==> src/rtl/bank_linefill_mshr_ctrl.sv <==
// Bank-side linefill MSHR: tracks outstanding fills by set/way ID, issues one AR per
// fill through a registered slot, and retires entries on the last R beat.
module bank_linefill_mshr_ctrl #(
    parameter int MSHR_NUM = 4,
    parameter int ID_W     = 6
) (
    input  logic                            clk_i,
    input  logic                            rst_i,
    input  logic [ID_W-1:0]                 lkup_set_way_i,
    output logic                            lkup_inflight_o,
    input  logic                            alloc_valid_i,
    input  logic [ID_W-1:0]                 alloc_set_way_i,
    output logic                            alloc_ready_o,
    output logic                            biu_arvalid_o,
    input  logic                            biu_arready_i,
    output logic [ID_W-1:0]                 biu_arid_o,
    input  logic                            biu_rvalid_i,
    input  logic [ID_W-1:0]                 biu_rid_i,
    input  logic                            biu_rlast_i,
    output logic                            fill_done_valid_o,
    output logic [ID_W-1:0]                 fill_done_id_o,
    output logic [$clog2(MSHR_NUM+1)-1:0]   mshr_cnt_o,
    output logic                            err_o
);

    localparam int PTR_W = $clog2(MSHR_NUM);
    localparam int CNT_W = $clog2(MSHR_NUM+1);

    typedef enum logic [1:0] {FREE, REQ, ISSUED} ent_state_t;

    ent_state_t            state_q [MSHR_NUM];
    ent_state_t            state_d [MSHR_NUM];
    logic [ID_W-1:0]       id_q    [MSHR_NUM];
    logic [ID_W-1:0]       id_d    [MSHR_NUM];
    logic [PTR_W-1:0]      rr_q, rr_d;
    logic                  arvalid_q, arvalid_d;
    logic [ID_W-1:0]       arid_q, arid_d;
    logic                  done_valid_q, done_valid_d;
    logic [ID_W-1:0]       done_id_q, done_id_d;
    logic                  err_q, err_d;

    logic                  free_found, dup, lkup_hit, rid_hit, req_found, alloc_fire, slot_open;
    logic [PTR_W-1:0]      free_idx, rid_idx, req_idx, cand;
    logic [CNT_W-1:0]      cnt;

    always_comb begin
        state_d      = state_q;
        id_d         = id_q;
        rr_d         = rr_q;
        arvalid_d    = arvalid_q;
        arid_d       = arid_q;
        done_valid_d = 1'b0;
        done_id_d    = done_id_q;
        err_d        = err_q;
        free_found   = 1'b0;
        free_idx     = '0;
        dup          = 1'b0;
        lkup_hit     = 1'b0;
        rid_hit      = 1'b0;
        rid_idx      = '0;
        req_found    = 1'b0;
        req_idx      = '0;
        cand         = '0;
        cnt          = '0;

        for (int unsigned i = 0; i < MSHR_NUM; i++) begin
            if (state_q[i] == FREE) begin
                if (!free_found) begin
                    free_found = 1'b1;
                    free_idx   = PTR_W'(i);
                end
            end else begin
                cnt = cnt + CNT_W'(1);
                if (id_q[i] == alloc_set_way_i) dup = 1'b1;
                if (id_q[i] == lkup_set_way_i)  lkup_hit = 1'b1;
                if (state_q[i] == ISSUED && id_q[i] == biu_rid_i) begin
                    rid_hit = 1'b1;
                    rid_idx = PTR_W'(i);
                end
            end
        end

        // Round-robin scan over REQ entries; pointer arithmetic wraps since MSHR_NUM is a power of two
        for (int unsigned k = 0; k < MSHR_NUM; k++) begin
            cand = rr_q + PTR_W'(k);
            if (!req_found && state_q[cand] == REQ) begin
                req_found = 1'b1;
                req_idx   = cand;
            end
        end

        alloc_fire = alloc_valid_i & free_found;
        slot_open  = ~arvalid_q | biu_arready_i;

        if (alloc_fire && !dup) begin
            state_d[free_idx] = REQ;
            id_d[free_idx]    = alloc_set_way_i;
        end

        if (slot_open) begin
            if (req_found) begin
                arvalid_d        = 1'b1;
                arid_d           = id_q[req_idx];
                state_d[req_idx] = ISSUED;
                rr_d             = req_idx + PTR_W'(1);
            end else begin
                arvalid_d = 1'b0;
            end
        end

        if (biu_rvalid_i && biu_rlast_i && rid_hit) begin
            state_d[rid_idx] = FREE;
            done_valid_d     = 1'b1;
            done_id_d        = biu_rid_i;
        end

        if ((alloc_fire && dup) || (biu_rvalid_i && !rid_hit)) err_d = 1'b1;

        alloc_ready_o   = free_found;
        lkup_inflight_o = lkup_hit | (alloc_fire & (alloc_set_way_i == lkup_set_way_i));
        mshr_cnt_o      = cnt;
    end

    always_ff @(posedge clk_i or posedge rst_i) begin
        if (rst_i) begin
            for (int unsigned i = 0; i < MSHR_NUM; i++) begin
                state_q[i] <= FREE;
                id_q[i]    <= '0;
            end
            rr_q         <= '0;
            arvalid_q    <= 1'b0;
            arid_q       <= '0;
            done_valid_q <= 1'b0;
            done_id_q    <= '0;
            err_q        <= 1'b0;
        end else begin
            state_q      <= state_d;
            id_q         <= id_d;
            rr_q         <= rr_d;
            arvalid_q    <= arvalid_d;
            arid_q       <= arid_d;
            done_valid_q <= done_valid_d;
            done_id_q    <= done_id_d;
            err_q        <= err_d;
        end
    end

    assign biu_arvalid_o     = arvalid_q;
    assign biu_arid_o        = arid_q;
    assign fill_done_valid_o = done_valid_q;
    assign fill_done_id_o    = done_id_q;
    assign err_o             = err_q;

endmodule

==> config.mk <==
export PLATFORM = sky130hd
export DESIGN_NAME = bank_linefill_mshr_ctrl
export DESIGN_NICKNAME = d
export VERILOG_FILES = /design/src/rtl/bank_linefill_mshr_ctrl.sv
export SDC_FILE = /design/constraint.sdc
export NUM_CORES = 1
export LEC_CHECK = 0
export ABC_AREA = 1
export CAP_MARGIN = 20
export CORE_MARGIN = 4
export CORE_UTILIZATION = 40
export CTS_CLUSTER_DIAMETER = 200
export DETAILED_ROUTE_END_ITERATION = 7
export PLACE_DENSITY = 0.62
export SETUP_SLACK_MARGIN = 0.1
export SLEW_MARGIN = 20
export SYNTH_ARGS = -nofsm -noshare
export SYNTH_HDL_FRONTEND = slang
export SYNTH_SLANG_ARGS = --single-unit
==> constraint.sdc <==
create_clock -name clk_i -period 2.5 [get_ports clk_i]
set_input_delay 0.25 -clock clk_i [delete_from_list [all_inputs] [get_ports clk_i]]
set_output_delay 0.25 -clock clk_i [all_outputs]
set_load 0.1 [all_outputs]
After elaboration in Yosys (flattened, before gate mapping)
Cells that the tools add are included.

Add/subtract/negate cells: 7. Multiply operators: 0. Divide/modulo/power cells: 0. Order comparisons: 10. Equality and inequality tests: 21. Shifts and indexed selects: 0. Mux-type cells: 82. Bitwise logic cells: 20. Reduce and logical (&&, ||, !) cells: 26.

Operators with widths (number): $eq 6x6->1 (13); $mux 2 (23); $mux 1 (39); $mux 8 (4); $bwmux 24 (1); $ge 3x3->1 const B (7); $not 2->3 (7); $mux 6 (3); $bmux 2 s2 (4); $logic_and 1x1->1 (15); $bmux 6 s2 (1); $demux 2 s2 (3); $demux 6 s2 (1); $add 3x1->3 const B (3); $lt 3x1->1 const B (3); $mux 3 (3); $and 4x4->4 (2); $and 8x8->8 (1); $eq 2x1->1 const B (4); $eq 2x2->1 const B (4); $logic_not 2->1 (4); $not 4->4 (2); $not 8->8 (1); $or 4x4->4 (2); 8 further kinds (16).

Flip-flop bits (word level): 49. Bits in latches: 0. Memory bits (writable): 0. Bits in read-only memories: 0. Bits of input ports: 24. Output and inout bits: 20. Logic and storage cells: 180. Memories kept: 0.

Logic depth before layout (Yosys ltp)
Gate-level depths: netlist of run 1.

Word-level depth: 26. Gate-level depth with buffers: 16. Depth with buffers taken out: 14.

Worst setup path before layout of run 1
No wires, ideal clock.

Path kind: register -> output. Start: register state_q[4] (netlist bit). End: output mshr_cnt_o[2]. Arrival time: 2.813 ns. Slack: -0.563 ns. Stages on the path, launching flop included: 9. Cells stage by stage: dfrtp_1 > inv_1 > nand2_1 > inv_1 > ha_1 > xnor2_1 > ha_1 > nand2_1 > xor2_1.

Cells in the longest elaborated chain, start to end: 6.

Ends and longest elaborated chain: start: declaration (line 31) `ent_state_t state_q [MSHR_NUM];`; start signal: assignment (line 137) `state_q <= state_d;`; $logic_not 2->1 (*) (line 67) `if (state_q[i] == FREE) begin`; $mux 3 (*) (line 67); $add 3x1->3 (line 73) `cnt = cnt + CNT_W'(1);`; $mux 3 (*) (line 67); $add 3x1->3 (line 73); $mux 3 (*) (line 67); end: declaration (line 22) `output logic [$clog2(MSHR_NUM+1)-1:0] mshr_cnt_o,`.

Every way passes the cells marked *; elsewhere a longest branch is shown, timed or not.

Worst setup path in the final report of run 1
Start: input lkup_set_way_i[5]. End: output lkup_inflight_o.

Cells in the longest elaborated chain, start to end: 10. Elaborated cells between the ends (all ways): 15. Those cells by class: eq/ne: 5; mux: 8; bitwise: 2.

Ends and longest elaborated chain: start: declaration (line 9) `input logic [ID_W-1:0] lkup_set_way_i,`; $eq 6x6->1 (line 75) `if (id_q[i] == lkup_set_way_i) lkup_hit = 1'b1;`; $mux 1 (line 75); $mux 1 (line 67); $mux 1 (line 75); $mux 1 (line 67); $mux 1 (line 75); $mux 1 (line 67); $mux 1 (line 75); $mux 1 (line 67); $or 1x1->1 (*) (line 120) `lkup_inflight_o = lkup_hit | (alloc_fire & (alloc_set_way_i == lkup_set_way_i));`; end: declaration (line 10) `output logic lkup_inflight_o,`.

Marks and branches as above.

==> report_table.html, run 1 <==
<table>
<tr><th>Metric</th><th>Value</th></tr>
<tr><th colspan="2">Status</th></tr>
<tr><td>Outcome</td><td>finished, final reports clean</td></tr>
<tr><th colspan="2">Synth</th></tr>
<tr><td>Seq cells post-synth</td><td>49</td></tr>
<tr><td>Most numerous cell types in the synthesized netlist</td><td>nand2_1, inv_1, dfrtp_1, nand3_1, o21ai_1</td></tr>
<tr><td>Synth Area per Inst</td><td>6.913 µm²</td></tr>
<tr><td>Number of distinct standard cells referenced by the synthesized netlist</td><td>42</td></tr>
<tr><td>Simple-Gate Fraction of Synth Area</td><td>0.3403</td></tr>
<tr><td>Share of the synthesized area in compound gates (AO/OA/AOI/OAI)</td><td>0.1419</td></tr>
<tr><td>Synth Net Count</td><td>594</td></tr>
<tr><td>Count leader, synth</td><td>nand2_1</td></tr>
<tr><td>Post-synthesis sequential area ratio</td><td>0.3167</td></tr>
<tr><td>YS warnings</td><td>0</td></tr>
<tr><td>Number of instances in the synthesized netlist</td><td>560</td></tr>
<tr><td>Adder-cell share of the synthesized area</td><td>0.03232</td></tr>
<tr><td>Post-synthesis mux area share</td><td>0</td></tr>
<tr><td>Count of flip-flops with a built-in enable after synthesis</td><td>0</td></tr>
<tr><td>Fraction of registers with async set or reset after synthesis</td><td>1.000</td></tr>
<tr><td>Fraction of synthesized cell area in xor and xnor cells</td><td>0.05882</td></tr>
<tr><td>Area leader, netlist</td><td>dfrtp_1</td></tr>
<tr><td>Most used DFF post-synth</td><td>dfrtp_1</td></tr>
<tr><td>Area share of the largest cell type after synthesis</td><td>0.3167</td></tr>
<tr><td>Combinational family with the most area after synthesis</td><td>simple AND/OR/NAND/NOR gates</td></tr>
<tr><td>Netlist area before placement</td><td>0.003871 mm²</td></tr>
<tr><td>Cell types occupying the most area after synthesis</td><td>dfrtp_1, nand2_1, inv_1</td></tr>
<tr><th colspan="2">Route</th></tr>
<tr><td>DRC violation count after routing</td><td>0</td></tr>
<tr><td>Via count normalized by instance count</td><td>5.472</td></tr>
<tr><td>Avg WL per Cell</td><td>17.83 µm</td></tr>
<tr><td>DRT antenna net count</td><td>0</td></tr>
<tr><td>Vias post-DR</td><td>4082</td></tr>
<tr><td>Drt pass-1 iters</td><td>7</td></tr>
<tr><td>Total Routed Length</td><td>13300 µm</td></tr>
<tr><td>Number of DRC violations after detailed-routing iteration 0</td><td>467</td></tr>
<tr><th colspan="2">Clocking</th></tr>
<tr><td>Number of buffers inserted by hold repair at cts</td><td>0</td></tr>
<tr><td>Number of sinks handled by clock tree synthesis</td><td>49</td></tr>
<tr><td>Cell chosen for the clock root</td><td>clkbuf_8</td></tr>
<tr><td>Clock buffer count from CTS</td><td>5</td></tr>
<tr><td>Worst-skew pair later-pin latency</td><td>310 ps</td></tr>
<tr><td>CTS tree</td><td>built</td></tr>
<tr><td>Clock transition at the register clock pins on the worst setup and hold paths after CTS</td><td>90 ps</td></tr>
<tr><td>H-tree depth reported by CTS</td><td>2</td></tr>
<tr><td>Number of buffers between clock root and the deepest sink</td><td>2</td></tr>
<tr><th colspan="2">Setup path</th></tr>
<tr><td>Cell breakdown of the critical path</td><td>clkdlybuf4s50_1 &gt; inv_1 &gt; o22ai_1 &gt; nor4_1 &gt; buf_4 &gt; nand4_1 &gt; nand3_2 &gt; buf_12</td></tr>
<tr><td>Worst-path maximum fanout</td><td>6</td></tr>
<tr><td>Longest individual stage delay on the worst path</td><td>550 ps</td></tr>
<tr><td>Startpoint of the most critical setup path</td><td>lkup_set_way_i[5]</td></tr>
<tr><td>Classification of the worst setup path</td><td>in2out</td></tr>
<tr><td>Highest-delay cell along the critical path</td><td>clkdlybuf4s50_1</td></tr>
<tr><td>Req. time, crit path</td><td>2250 ps</td></tr>
<tr><td>Endpoint type of the worst setup path</td><td>output port</td></tr>
<tr><td>Startpoint Class</td><td>primary input</td></tr>
<tr><td>CP arrival</td><td>2140 ps</td></tr>
<tr><td>Crit Reg-Reg Startpoint</td><td>rr_q[0]</td></tr>
<tr><th colspan="2">Final layout</th></tr>
<tr><td>Register area</td><td>0.001227 mm²</td></tr>
<tr><td>Number of fill cells</td><td>945</td></tr>
<tr><td>Fraction of final layout cells with drive strength greater than 1</td><td>0.1864</td></tr>
<tr><td>Syn-to-layout area delta</td><td>22.46%</td></tr>
<tr><td>Core occupancy in the finished layout</td><td>0.5082</td></tr>
<tr><td>Footprint of the multi-input gates</td><td>0.002286 mm²</td></tr>
<tr><td>Number of antenna cells inserted</td><td>0</td></tr>
<tr><td>Fin nets</td><td>650</td></tr>
<tr><th colspan="2">Timing</th></tr>
<tr><td>Fin crit share</td><td>0.9576</td></tr>
<tr><td>Min Clock Period, post-route</td><td>2394 ps</td></tr>
<tr><td>Final worst hold slack</td><td>277.9 ps</td></tr>
<tr><td>Unrepaired setup endpoints after global routing</td><td>true</td></tr>
<tr><td>Least-Margin Pin Slew</td><td>464.4 ps</td></tr>
<tr><td>Max frequency</td><td>417.7 MHz</td></tr>
<tr><td>Final Slew Violations</td><td>0</td></tr>
<tr><td>Relative slew slack</td><td>0.6894</td></tr>
<tr><td>Final setup fails</td><td>0</td></tr>
<tr><td>Clock tree skew after final layout</td><td>7.895 ps</td></tr>
<tr><td>Final hold violation count</td><td>0</td></tr>
<tr><th colspan="2">Global routing</th></tr>
<tr><td>Gr ovfl total</td><td>0</td></tr>
<tr><td>Initial antenna violation count</td><td>0</td></tr>
<tr><td>Pin count of the biggest net entering global routing</td><td>50</td></tr>
<tr><td>Wire length of the first global-routing pass</td><td>20980 µm</td></tr>
<tr><td>Global-route total usage across every layer</td><td>0.2376</td></tr>
<tr><td>Via count of the first global-routing pass</td><td>3874</td></tr>
<tr><th colspan="2">Floorplanning</th></tr>
<tr><td>I/O pins</td><td>44</td></tr>
<tr><td>Starting utilization of the core area</td><td>0.4150</td></tr>
<tr><td>X dimension of the die</td><td>106.4 µm</td></tr>
<tr><td>Cell row count</td><td>35</td></tr>
<tr><td>Die Ht</td><td>106.4 µm</td></tr>
<tr><td>Die Footprint</td><td>0.01132 mm²</td></tr>
<tr><td>Floorplan core area</td><td>0.009328 mm²</td></tr>
<tr><th colspan="2">Placed design</th></tr>
<tr><td>Number of buffers inserted by port buffering</td><td>43</td></tr>
<tr><td>Detailed placement HPWL</td><td>10440 µm</td></tr>
<tr><td>Final weighted congestion in routability-driven placement</td><td>0.9745</td></tr>
<tr><th colspan="2">Job</th></tr>
<tr><td>Number of maximum-capacitance violations</td><td>0</td></tr>
<tr><th colspan="2">Min path</th></tr>
<tr><td>Tightest Hold Check Type</td><td>in2async</td></tr>
</table>
-- state kept, by name (all words and copies together) (netlist names) --
name	cells
biu_arvalid_o	1
fill_done_valid_o	1
rr_q	2
err_o	1
id_q	24
fill_done_id_o	6
state_q	8
biu_arid_o	6
-- routing by layer --
metal  global-route usage  share of wire  up-vias
li1                     -              -     1926
met1               0.3178           0.42     1899
met2               0.3842           0.46      220
met3              0.03643          0.083       37
met4              0.09528          0.038        0
met5                    0              0        -
-- metrics by stage --
step	TNS, ps	instances	area, µm²	setup slack (ps)
floorplan	-137.6	560	3894	-137.6
global placement	0	728	4494	94.47
detailed placement	0	728	4494	65.25
CTS	0	741	4676	111.5
global route	0	746	4741	34.05
finish	0	746	4741	106.0
-- kinds of logic (layout without fill, tap and decap cells) --
kind of cell,count (synthesis),count (layout)
adder cells (fa/ha/maj),10,10
AND/OR/NAND/NOR,285,285
buffers and inverters,97,154
XOR/XNOR,26,26
flip-flops,49,49
AO/OA/AOI/OAI,93,93
-- worst max-delay path, delay by kind of cell --
family,cells,cell delay (ps)
simple gates,3,540
buf+inv,4,1220
compound gates,1,120
-- final timing paths --
path / to / slack (ps) / cells past startpoint
setup / recovery: lkup_inflight_o / 110 / 8
hold / removal: state_q[2] / 280 / 3
setup reg to reg: state_q[1] / 340 / 11
hold reg to reg: biu_arid_o[1] / 490 / 2
max in group asynchronous: state_q[6] / 1940 / 3
min in group clk_i: biu_arid_o[1] / 490 / 2
-- placed cells by master, fill, tap and decap left out, drive strengths merged, types with 2 or more instances in the layout --
master / n
a21boi: 2
a21oi: 18
buf: 46
clkbuf: 6
clkdlybuf4s50: 23
dfrtp: 49
ha: 10
inv: 77
nand2: 178
nand3: 49
nand3b: 3
nand4: 9
nor2: 29
nor3: 12
nor4: 4
o2111ai: 2
o211ai: 4
o21ai: 41
o22ai: 19
xnor2: 11
xor2: 15
-- area by class of cell --
class | count | share of cell area
clock buffer | 6 | 0.01742
timing repair buffer | 69 | 0.1380
sequential | 49 | 0.2589
tap | 129 | 0.03405
multi-input combinational | 414 | 0.4822
clock inverter | 2 | 0.007918
inverter | 77 | 0.06149
-- what timing repair did --
action                                  4_1_cts  5_1_grt
endpoints found under the setup margin        8        3
hold endpoints to repair                      0        0
pin swaps                                     3        5
gates cloned                                  0        0
gates resized for setup                      11        8
buffers inserted                              5        5
Power of run 1 is not shown: default switching activity piles up to over one toggle a cycle in this logic, so the estimate is an artifact.
==> run 2: changes to the inputs <==
--- a/config.mk
+++ b/config.mk
@@ -8,10 +8,10 @@
 export ABC_AREA = 1
 export CAP_MARGIN = 20
 export CORE_MARGIN = 4
-export CORE_UTILIZATION = 40
+export CORE_UTILIZATION = 57
 export CTS_CLUSTER_DIAMETER = 200
 export DETAILED_ROUTE_END_ITERATION = 7
-export PLACE_DENSITY = 0.62
+export PLACE_DENSITY = 0.83
 export SETUP_SLACK_MARGIN = 0.1
 export SLEW_MARGIN = 20
 export SYNTH_ARGS = -nofsm -noshare
==> report_table.html, run 2 (same netlist as run 1, synthesis figures left out) <==
<table>
<tr><th>Metric</th><th>Value</th></tr>
<tr><th colspan="2">Setup path</th></tr>
<tr><td>Worst-path maximum fanout</td><td>3</td></tr>
<tr><td>Crit Reg-Reg Startpoint</td><td>rr_q[0]</td></tr>
<tr><td>Longest individual stage delay on the worst path</td><td>440 ps</td></tr>
<tr><td>Startpoint of the most critical setup path</td><td>state_q[7]</td></tr>
<tr><td>Highest-delay cell along the critical path</td><td>dfrtp_1</td></tr>
<tr><td>Delay-heaviest family, CP</td><td>flip-flops</td></tr>
<tr><td>Req. time, crit path</td><td>2250 ps</td></tr>
<tr><td>Startpoint Class</td><td>flop</td></tr>
<tr><td>CP arrival</td><td>2110 ps</td></tr>
<tr><td>Classification of the worst setup path</td><td>reg2out</td></tr>
<tr><td>Endpoint type of the worst setup path</td><td>output port</td></tr>
<tr><td>Cell breakdown of the critical path</td><td>nor2_4 &gt; buf_4 &gt; ha_4 &gt; xnor2_2 &gt; ha_1 &gt; nand2_1 &gt; xor2_2 &gt; buf_12</td></tr>
<tr><td>Buffers &amp; Inverters on Critical Path</td><td>2</td></tr>
<tr><th colspan="2">Route</th></tr>
<tr><td>Total Routed Length</td><td>13300 µm</td></tr>
<tr><td>Vias post-DR</td><td>4258</td></tr>
<tr><td>DRT antenna net count</td><td>0</td></tr>
<tr><td>Avg WL per Cell</td><td>19.47 µm</td></tr>
<tr><td>Drt pass-1 iters</td><td>7</td></tr>
<tr><td>Via count normalized by instance count</td><td>6.234</td></tr>
<tr><td>Number of DRC violations after detailed-routing iteration 0</td><td>500</td></tr>
<tr><td>DRC violation count after routing</td><td>0</td></tr>
<tr><th colspan="2">Clocking</th></tr>
<tr><td>Cell chosen for the clock root</td><td>clkbuf_8</td></tr>
<tr><td>H-tree depth reported by CTS</td><td>2</td></tr>
<tr><td>Clock transition at the register clock pins on the worst setup and hold paths after CTS</td><td>90 ps</td></tr>
<tr><td>Worst-skew pair later-pin latency</td><td>310 ps</td></tr>
<tr><td>Number of buffers between clock root and the deepest sink</td><td>2</td></tr>
<tr><td>Clock buffer count from CTS</td><td>5</td></tr>
<tr><td>Number of sinks handled by clock tree synthesis</td><td>49</td></tr>
<tr><td>CTS tree</td><td>built</td></tr>
<tr><td>Number of buffers inserted by hold repair at cts</td><td>0</td></tr>
<tr><th colspan="2">Placed design</th></tr>
<tr><td>Setup slack after placement</td><td>115.3 ps</td></tr>
<tr><td>Final weighted congestion in routability-driven placement</td><td>1.051</td></tr>
<tr><td>Detailed placement HPWL</td><td>10050 µm</td></tr>
<tr><td>Number of buffers inserted by port buffering</td><td>43</td></tr>
<tr><th colspan="2">Timing</th></tr>
<tr><td>Least-Margin Pin Slew</td><td>439.4 ps</td></tr>
<tr><td>Clock tree skew after final layout</td><td>8.244 ps</td></tr>
<tr><td>Fin crit share</td><td>0.9425</td></tr>
<tr><td>Relative slew slack</td><td>0.7062</td></tr>
<tr><td>Final hold violation count</td><td>0</td></tr>
<tr><td>Unrepaired setup endpoints after global routing</td><td>true</td></tr>
<tr><td>Max frequency</td><td>424.4 MHz</td></tr>
<tr><td>Final setup fails</td><td>0</td></tr>
<tr><td>Min Clock Period, post-route</td><td>2356 ps</td></tr>
<tr><td>Final setup margin</td><td>143.8 ps</td></tr>
<tr><td>Final worst hold slack</td><td>136.2 ps</td></tr>
<tr><td>Final Slew Violations</td><td>0</td></tr>
<tr><th colspan="2">Floorplanning</th></tr>
<tr><td>X dimension of the die</td><td>90.41 µm</td></tr>
<tr><td>Cell row count</td><td>29</td></tr>
<tr><td>Die Ht</td><td>90.41 µm</td></tr>
<tr><td>Die Footprint</td><td>0.008174 mm²</td></tr>
<tr><td>I/O pins</td><td>44</td></tr>
<tr><td>Floorplan core area</td><td>0.006459 mm²</td></tr>
<tr><td>Starting utilization of the core area</td><td>0.5994</td></tr>
<tr><th colspan="2">Job</th></tr>
<tr><td>Number of maximum-capacitance violations</td><td>0</td></tr>
<tr><th colspan="2">Global routing</th></tr>
<tr><td>Via count of the first global-routing pass</td><td>3946</td></tr>
<tr><td>Initial antenna violation count</td><td>0</td></tr>
<tr><td>Global-route total usage across every layer</td><td>0.3241</td></tr>
<tr><td>Pin count of the biggest net entering global routing</td><td>25</td></tr>
<tr><td>Wire length of the first global-routing pass</td><td>20990 µm</td></tr>
<tr><td>Gr ovfl total</td><td>0</td></tr>
<tr><th colspan="2">Final layout</th></tr>
<tr><td>Most common cell after layout, fill and taps aside</td><td>nand2_1</td></tr>
<tr><td>Core occupancy in the finished layout</td><td>0.7079</td></tr>
<tr><td>Leading registers by flop count</td><td>id_q x24, state_q x8</td></tr>
<tr><td>Flip-flop count of the largest register, all copies and words added</td><td>24</td></tr>
<tr><td>Number of antenna cells inserted</td><td>0</td></tr>
<tr><td>Register bank with the most flops</td><td>id_q</td></tr>
<tr><td>Fin nets</td><td>639</td></tr>
<tr><td>Commonest cells after routing, fill and taps aside</td><td>nand2_1, inv_1, dfrtp_1, nand3_1, buf_4</td></tr>
<tr><td>Fraction of final layout cells with drive strength greater than 1</td><td>0.1667</td></tr>
<tr><td>Syn-to-layout area delta</td><td>18.10%</td></tr>
<tr><th colspan="2">Status</th></tr>
<tr><td>Outcome</td><td>finished, final reports clean</td></tr>
<tr><th colspan="2">Min path</th></tr>
<tr><td>Tightest Hold Check Type</td><td>in2async</td></tr>
</table>
[run 2: layout make-up]
class | count | area [µm²]
tap | 77 | 96.34
clock buffer | 6 | 82.58
sequential | 49 | 1227
fill | 527 | 1887
clock inverter | 2 | 37.54
inverter | 77 | 289.0
timing repair buffer | 58 | 555.5
multi-input combinational | 414 | 2283
[run 2: worst paths after layout]
check | end | slack [ps] | cells past startpoint
max | mshr_cnt_o[2] | 140 | 8
min | fill_done_id_o[4] | 140 | 2
max reg2reg | state_q[1] | 320 | 13
min reg2reg | biu_arid_o[4] | 500 | 2
max in group asynchronous | state_q[3] | 1790 | 3
min in group clk_i | biu_arid_o[4] | 500 | 2
[run 2: worst register-to-register path: cells and delay by family (launching register included)]
kind,cells,cell delay (ps)
adder cells (fa/ha/maj),1,160
AND/OR/NAND/NOR,9,950
buffers and inverters,2,260
AO/OA/AOI/OAI,1,220
flip-flops,1,510
[run 2: per-stage QoR]
step,TNS (ps),area [µm²],cells
after global placement,0,4387,672
after floorplan,-137.6,3894,560
after global routing,0,4572,683
final,0,4572,683
after CTS,0,4537,681
after detailed placement,0,4387,672
[run 2: metal layers]
| layer | track usage | vias up | part of all wire |
|---|---|---|---|
| li1 | - | 1908 | - |
| met4 | 0.1569 | 0 | 0.051 |
| met1 | 0.4295 | 1942 | 0.39 |
| met3 | 0.09833 | 67 | 0.13 |
| met5 | 0 | - | 0 |
| met2 | 0.4810 | 341 | 0.43 |
[run 2: repair_timing]
| action | in CTS | in global routing |
|---|---|---|
| gates resized for setup | 8 | 5 |
| buffers inserted | 1 | 2 |
| pin swaps | 2 | 1 |
| endpoints found under the hold margin | 0 | 0 |
| setup endpoints to repair | 4 | 8 |
Power of run 2 is left out for the same reason.
==> run 3: changes to the inputs <==
--- a/config.mk
+++ b/config.mk
@@ -11,9 +11,9 @@
 export CORE_UTILIZATION = 57
 export CTS_CLUSTER_DIAMETER = 200
 export DETAILED_ROUTE_END_ITERATION = 7
-export PLACE_DENSITY = 0.83
+export PLACE_DENSITY = 0.9
 export SETUP_SLACK_MARGIN = 0.1
-export SLEW_MARGIN = 20
+export SLEW_MARGIN = 5
 export SYNTH_ARGS = -nofsm -noshare
 export SYNTH_HDL_FRONTEND = slang
 export SYNTH_SLANG_ARGS = --single-unit
==> report_table.html, run 3 (same netlist as run 1, synthesis figures left out) <==
<table>
<tr><th>Metric</th><th>Value</th></tr>
<tr><th colspan="2">Status</th></tr>
<tr><td>Outcome</td><td>finished, final reports clean</td></tr>
<tr><th colspan="2">Global routing</th></tr>
<tr><td>Via count of the first global-routing pass</td><td>3893</td></tr>
<tr><td>Gr ovfl total</td><td>0</td></tr>
<tr><td>Pin count of the biggest net entering global routing</td><td>33</td></tr>
<tr><td>Global-route total usage across every layer</td><td>0.3166</td></tr>
<tr><td>Initial antenna violation count</td><td>0</td></tr>
<tr><td>Wire length of the first global-routing pass</td><td>20600 µm</td></tr>
<tr><th colspan="2">Final layout</th></tr>
<tr><td>Number of fill cells</td><td>546</td></tr>
<tr><td>Fraction of final layout cells with drive strength greater than 1</td><td>0.1647</td></tr>
<tr><td>Footprint of the multi-input gates</td><td>0.002260 mm²</td></tr>
<tr><td>Register bank with the most flops</td><td>id_q</td></tr>
<tr><td>Number of antenna cells inserted</td><td>0</td></tr>
<tr><td>Flip-flop count of the largest register, all copies and words added</td><td>24</td></tr>
<tr><td>Most common cell after layout, fill and taps aside</td><td>nand2_1</td></tr>
<tr><td>Register area</td><td>0.001227 mm²</td></tr>
<tr><td>Fin nets</td><td>641</td></tr>
<tr><td>Leading registers by flop count</td><td>id_q x24, state_q x8</td></tr>
<tr><td>Syn-to-layout area delta</td><td>16.97%</td></tr>
<tr><td>Commonest cells after routing, fill and taps aside</td><td>nand2_1, inv_1, dfrtp_1, nand3_1, buf_4</td></tr>
<tr><th colspan="2">Timing</th></tr>
<tr><td>Final setup fails</td><td>0</td></tr>
<tr><td>Min Clock Period, post-route</td><td>2379 ps</td></tr>
<tr><td>Setup_tns</td><td>0 ps</td></tr>
<tr><td>Unrepaired setup endpoints after global routing</td><td>true</td></tr>
<tr><td>Max frequency</td><td>420.4 MHz</td></tr>
<tr><td>Final Slew Violations</td><td>0</td></tr>
<tr><td>Clock tree skew after final layout</td><td>12.86 ps</td></tr>
<tr><td>Final hold violation count</td><td>0</td></tr>
<tr><td>Least-Margin Pin Slew</td><td>680.8 ps</td></tr>
<tr><td>Fin crit share</td><td>0.9515</td></tr>
<tr><td>Relative slew slack</td><td>0.5455</td></tr>
<tr><th colspan="2">Setup path</th></tr>
<tr><td>Req. time, crit path</td><td>2250 ps</td></tr>
<tr><td>Highest-delay cell along the critical path</td><td>dfrtp_1</td></tr>
<tr><td>Startpoint Class</td><td>flop</td></tr>
<tr><td>Crit Reg-Reg Startpoint</td><td>state_q[0]</td></tr>
<tr><td>Worst-path maximum fanout</td><td>5</td></tr>
<tr><td>Buffers &amp; Inverters on Critical Path</td><td>4</td></tr>
<tr><td>Classification of the worst setup path</td><td>reg2out</td></tr>
<tr><td>CP arrival</td><td>2130 ps</td></tr>
<tr><td>Endpoint type of the worst setup path</td><td>output port</td></tr>
<tr><td>Delay-heaviest family, CP</td><td>simple AND/OR/NAND/NOR gates</td></tr>
<tr><td>Register-to-register setup slack</td><td>400 ps</td></tr>
<tr><td>Worst Reg2Reg Path Length in Cells</td><td>11</td></tr>
<tr><td>Longest individual stage delay on the worst path</td><td>440 ps</td></tr>
<tr><td>Cell breakdown of the critical path</td><td>nor2_4 &gt; inv_1 &gt; ha_1 &gt; nand2_1 &gt; inv_1 &gt; nand2_2 &gt; nand2_1 &gt; inv_2 &gt; nand4_1 &gt; nand3_2 &gt; buf_12</td></tr>
<tr><td>RR Endpoint</td><td>id_q[7]</td></tr>
<tr><th colspan="2">Min path</th></tr>
<tr><td>Tightest Hold Check Type</td><td>in2async</td></tr>
<tr><th colspan="2">Route</th></tr>
<tr><td>Via count normalized by instance count</td><td>6.079</td></tr>
<tr><td>DRC violation count after routing</td><td>0</td></tr>
<tr><td>Total Routed Length</td><td>12870 µm</td></tr>
<tr><td>DRT antenna net count</td><td>0</td></tr>
<tr><td>Drt pass-1 iters</td><td>6</td></tr>
<tr><td>Avg WL per Cell</td><td>18.81 µm</td></tr>
<tr><td>Number of DRC violations after detailed-routing iteration 0</td><td>382</td></tr>
<tr><td>Vias post-DR</td><td>4158</td></tr>
<tr><th colspan="2">Clocking</th></tr>
<tr><td>Number of sinks handled by clock tree synthesis</td><td>49</td></tr>
<tr><td>Clock transition at the register clock pins on the worst setup and hold paths after CTS</td><td>100 ps</td></tr>
<tr><td>Worst-skew pair later-pin latency</td><td>310 ps</td></tr>
<tr><td>Number of buffers inserted by hold repair at cts</td><td>0</td></tr>
<tr><td>Cell chosen for the clock root</td><td>clkbuf_8</td></tr>
<tr><td>Number of buffers between clock root and the deepest sink</td><td>2</td></tr>
<tr><td>H-tree depth reported by CTS</td><td>2</td></tr>
<tr><td>Clock buffer count from CTS</td><td>5</td></tr>
<tr><td>CTS tree</td><td>built</td></tr>
<tr><th colspan="2">Floorplanning</th></tr>
<tr><td>X dimension of the die</td><td>90.41 µm</td></tr>
<tr><td>Die Footprint</td><td>0.008174 mm²</td></tr>
<tr><td>Floorplan core area</td><td>0.006459 mm²</td></tr>
<tr><td>I/O pins</td><td>44</td></tr>
<tr><td>Cell row count</td><td>29</td></tr>
<tr><td>Starting utilization of the core area</td><td>0.5994</td></tr>
<tr><td>Die Ht</td><td>90.41 µm</td></tr>
<tr><th colspan="2">Placed design</th></tr>
<tr><td>Detailed placement HPWL</td><td>10080 µm</td></tr>
<tr><td>Final weighted congestion in routability-driven placement</td><td>0.9947</td></tr>
<tr><td>Number of buffers inserted by port buffering</td><td>43</td></tr>
<tr><th colspan="2">Job</th></tr>
<tr><td>Number of maximum-capacitance violations</td><td>0</td></tr>
</table>
==> run 3: area by class of cell <==
cell class	count	area share
Clock buffer	5	0.01520
Timing Repair Buffer	60	0.1260
Sequential cell	49	0.2711
Clock inverter	2	0.003592
Tap cell	77	0.02128
Multi-Input combinational cell	414	0.4990
Inverter	77	0.06383
==> run 3: timing repair <==
item,CTS,global route
endpoints found under the setup margin,4,7
pin swaps,0,1
gates cloned,0,0
resized for setup,6,3
setup buffers,1,1
==> run 3: how the worst max path moves through the flow <==
stage	startpoint	endpoint	slack, ps	cells past startpoint
floorplan	state_q[4]	mshr_cnt_o[2]	-140	8
global placement	alloc_set_way_i[0]	id_q[7]	20	11
detailed placement	alloc_set_way_i[0]	id_q[2]	50	10
CTS	state_q[6]	lkup_inflight_o	80	11
global route	state_q[5]	mshr_cnt_o[2]	20	9
finish	state_q[6]	lkup_inflight_o	120	11
==> run 3: stage by stage <==
step	cells	util	area [µm²]	setup WS [ps]	hold WS, ps
after floorplan	560	-	3894	-137.6	391.5
after global placement	675	0.6827	4409	24.37	464.1
after detailed placement	675	0.6827	4409	54.98	466.8
after CTS	683	0.6990	4514	84.51	375.4
after global routing	684	0.7011	4528	22.84	405.4
final	684	0.7011	4528	121.3	355.9
==> run 3: layer usage <==
metal | share of wire | vias up | GRT usage
met1 | 0.41 | 1921 | 0.4241
met3 | 0.10 | 60 | 0.06917
li1 | - | 1914 | -
met2 | 0.44 | 263 | 0.4891
met5 | 0 | - | 0
met4 | 0.047 | 0 | 0.1441
Power of run 3 is left out for the same reason.
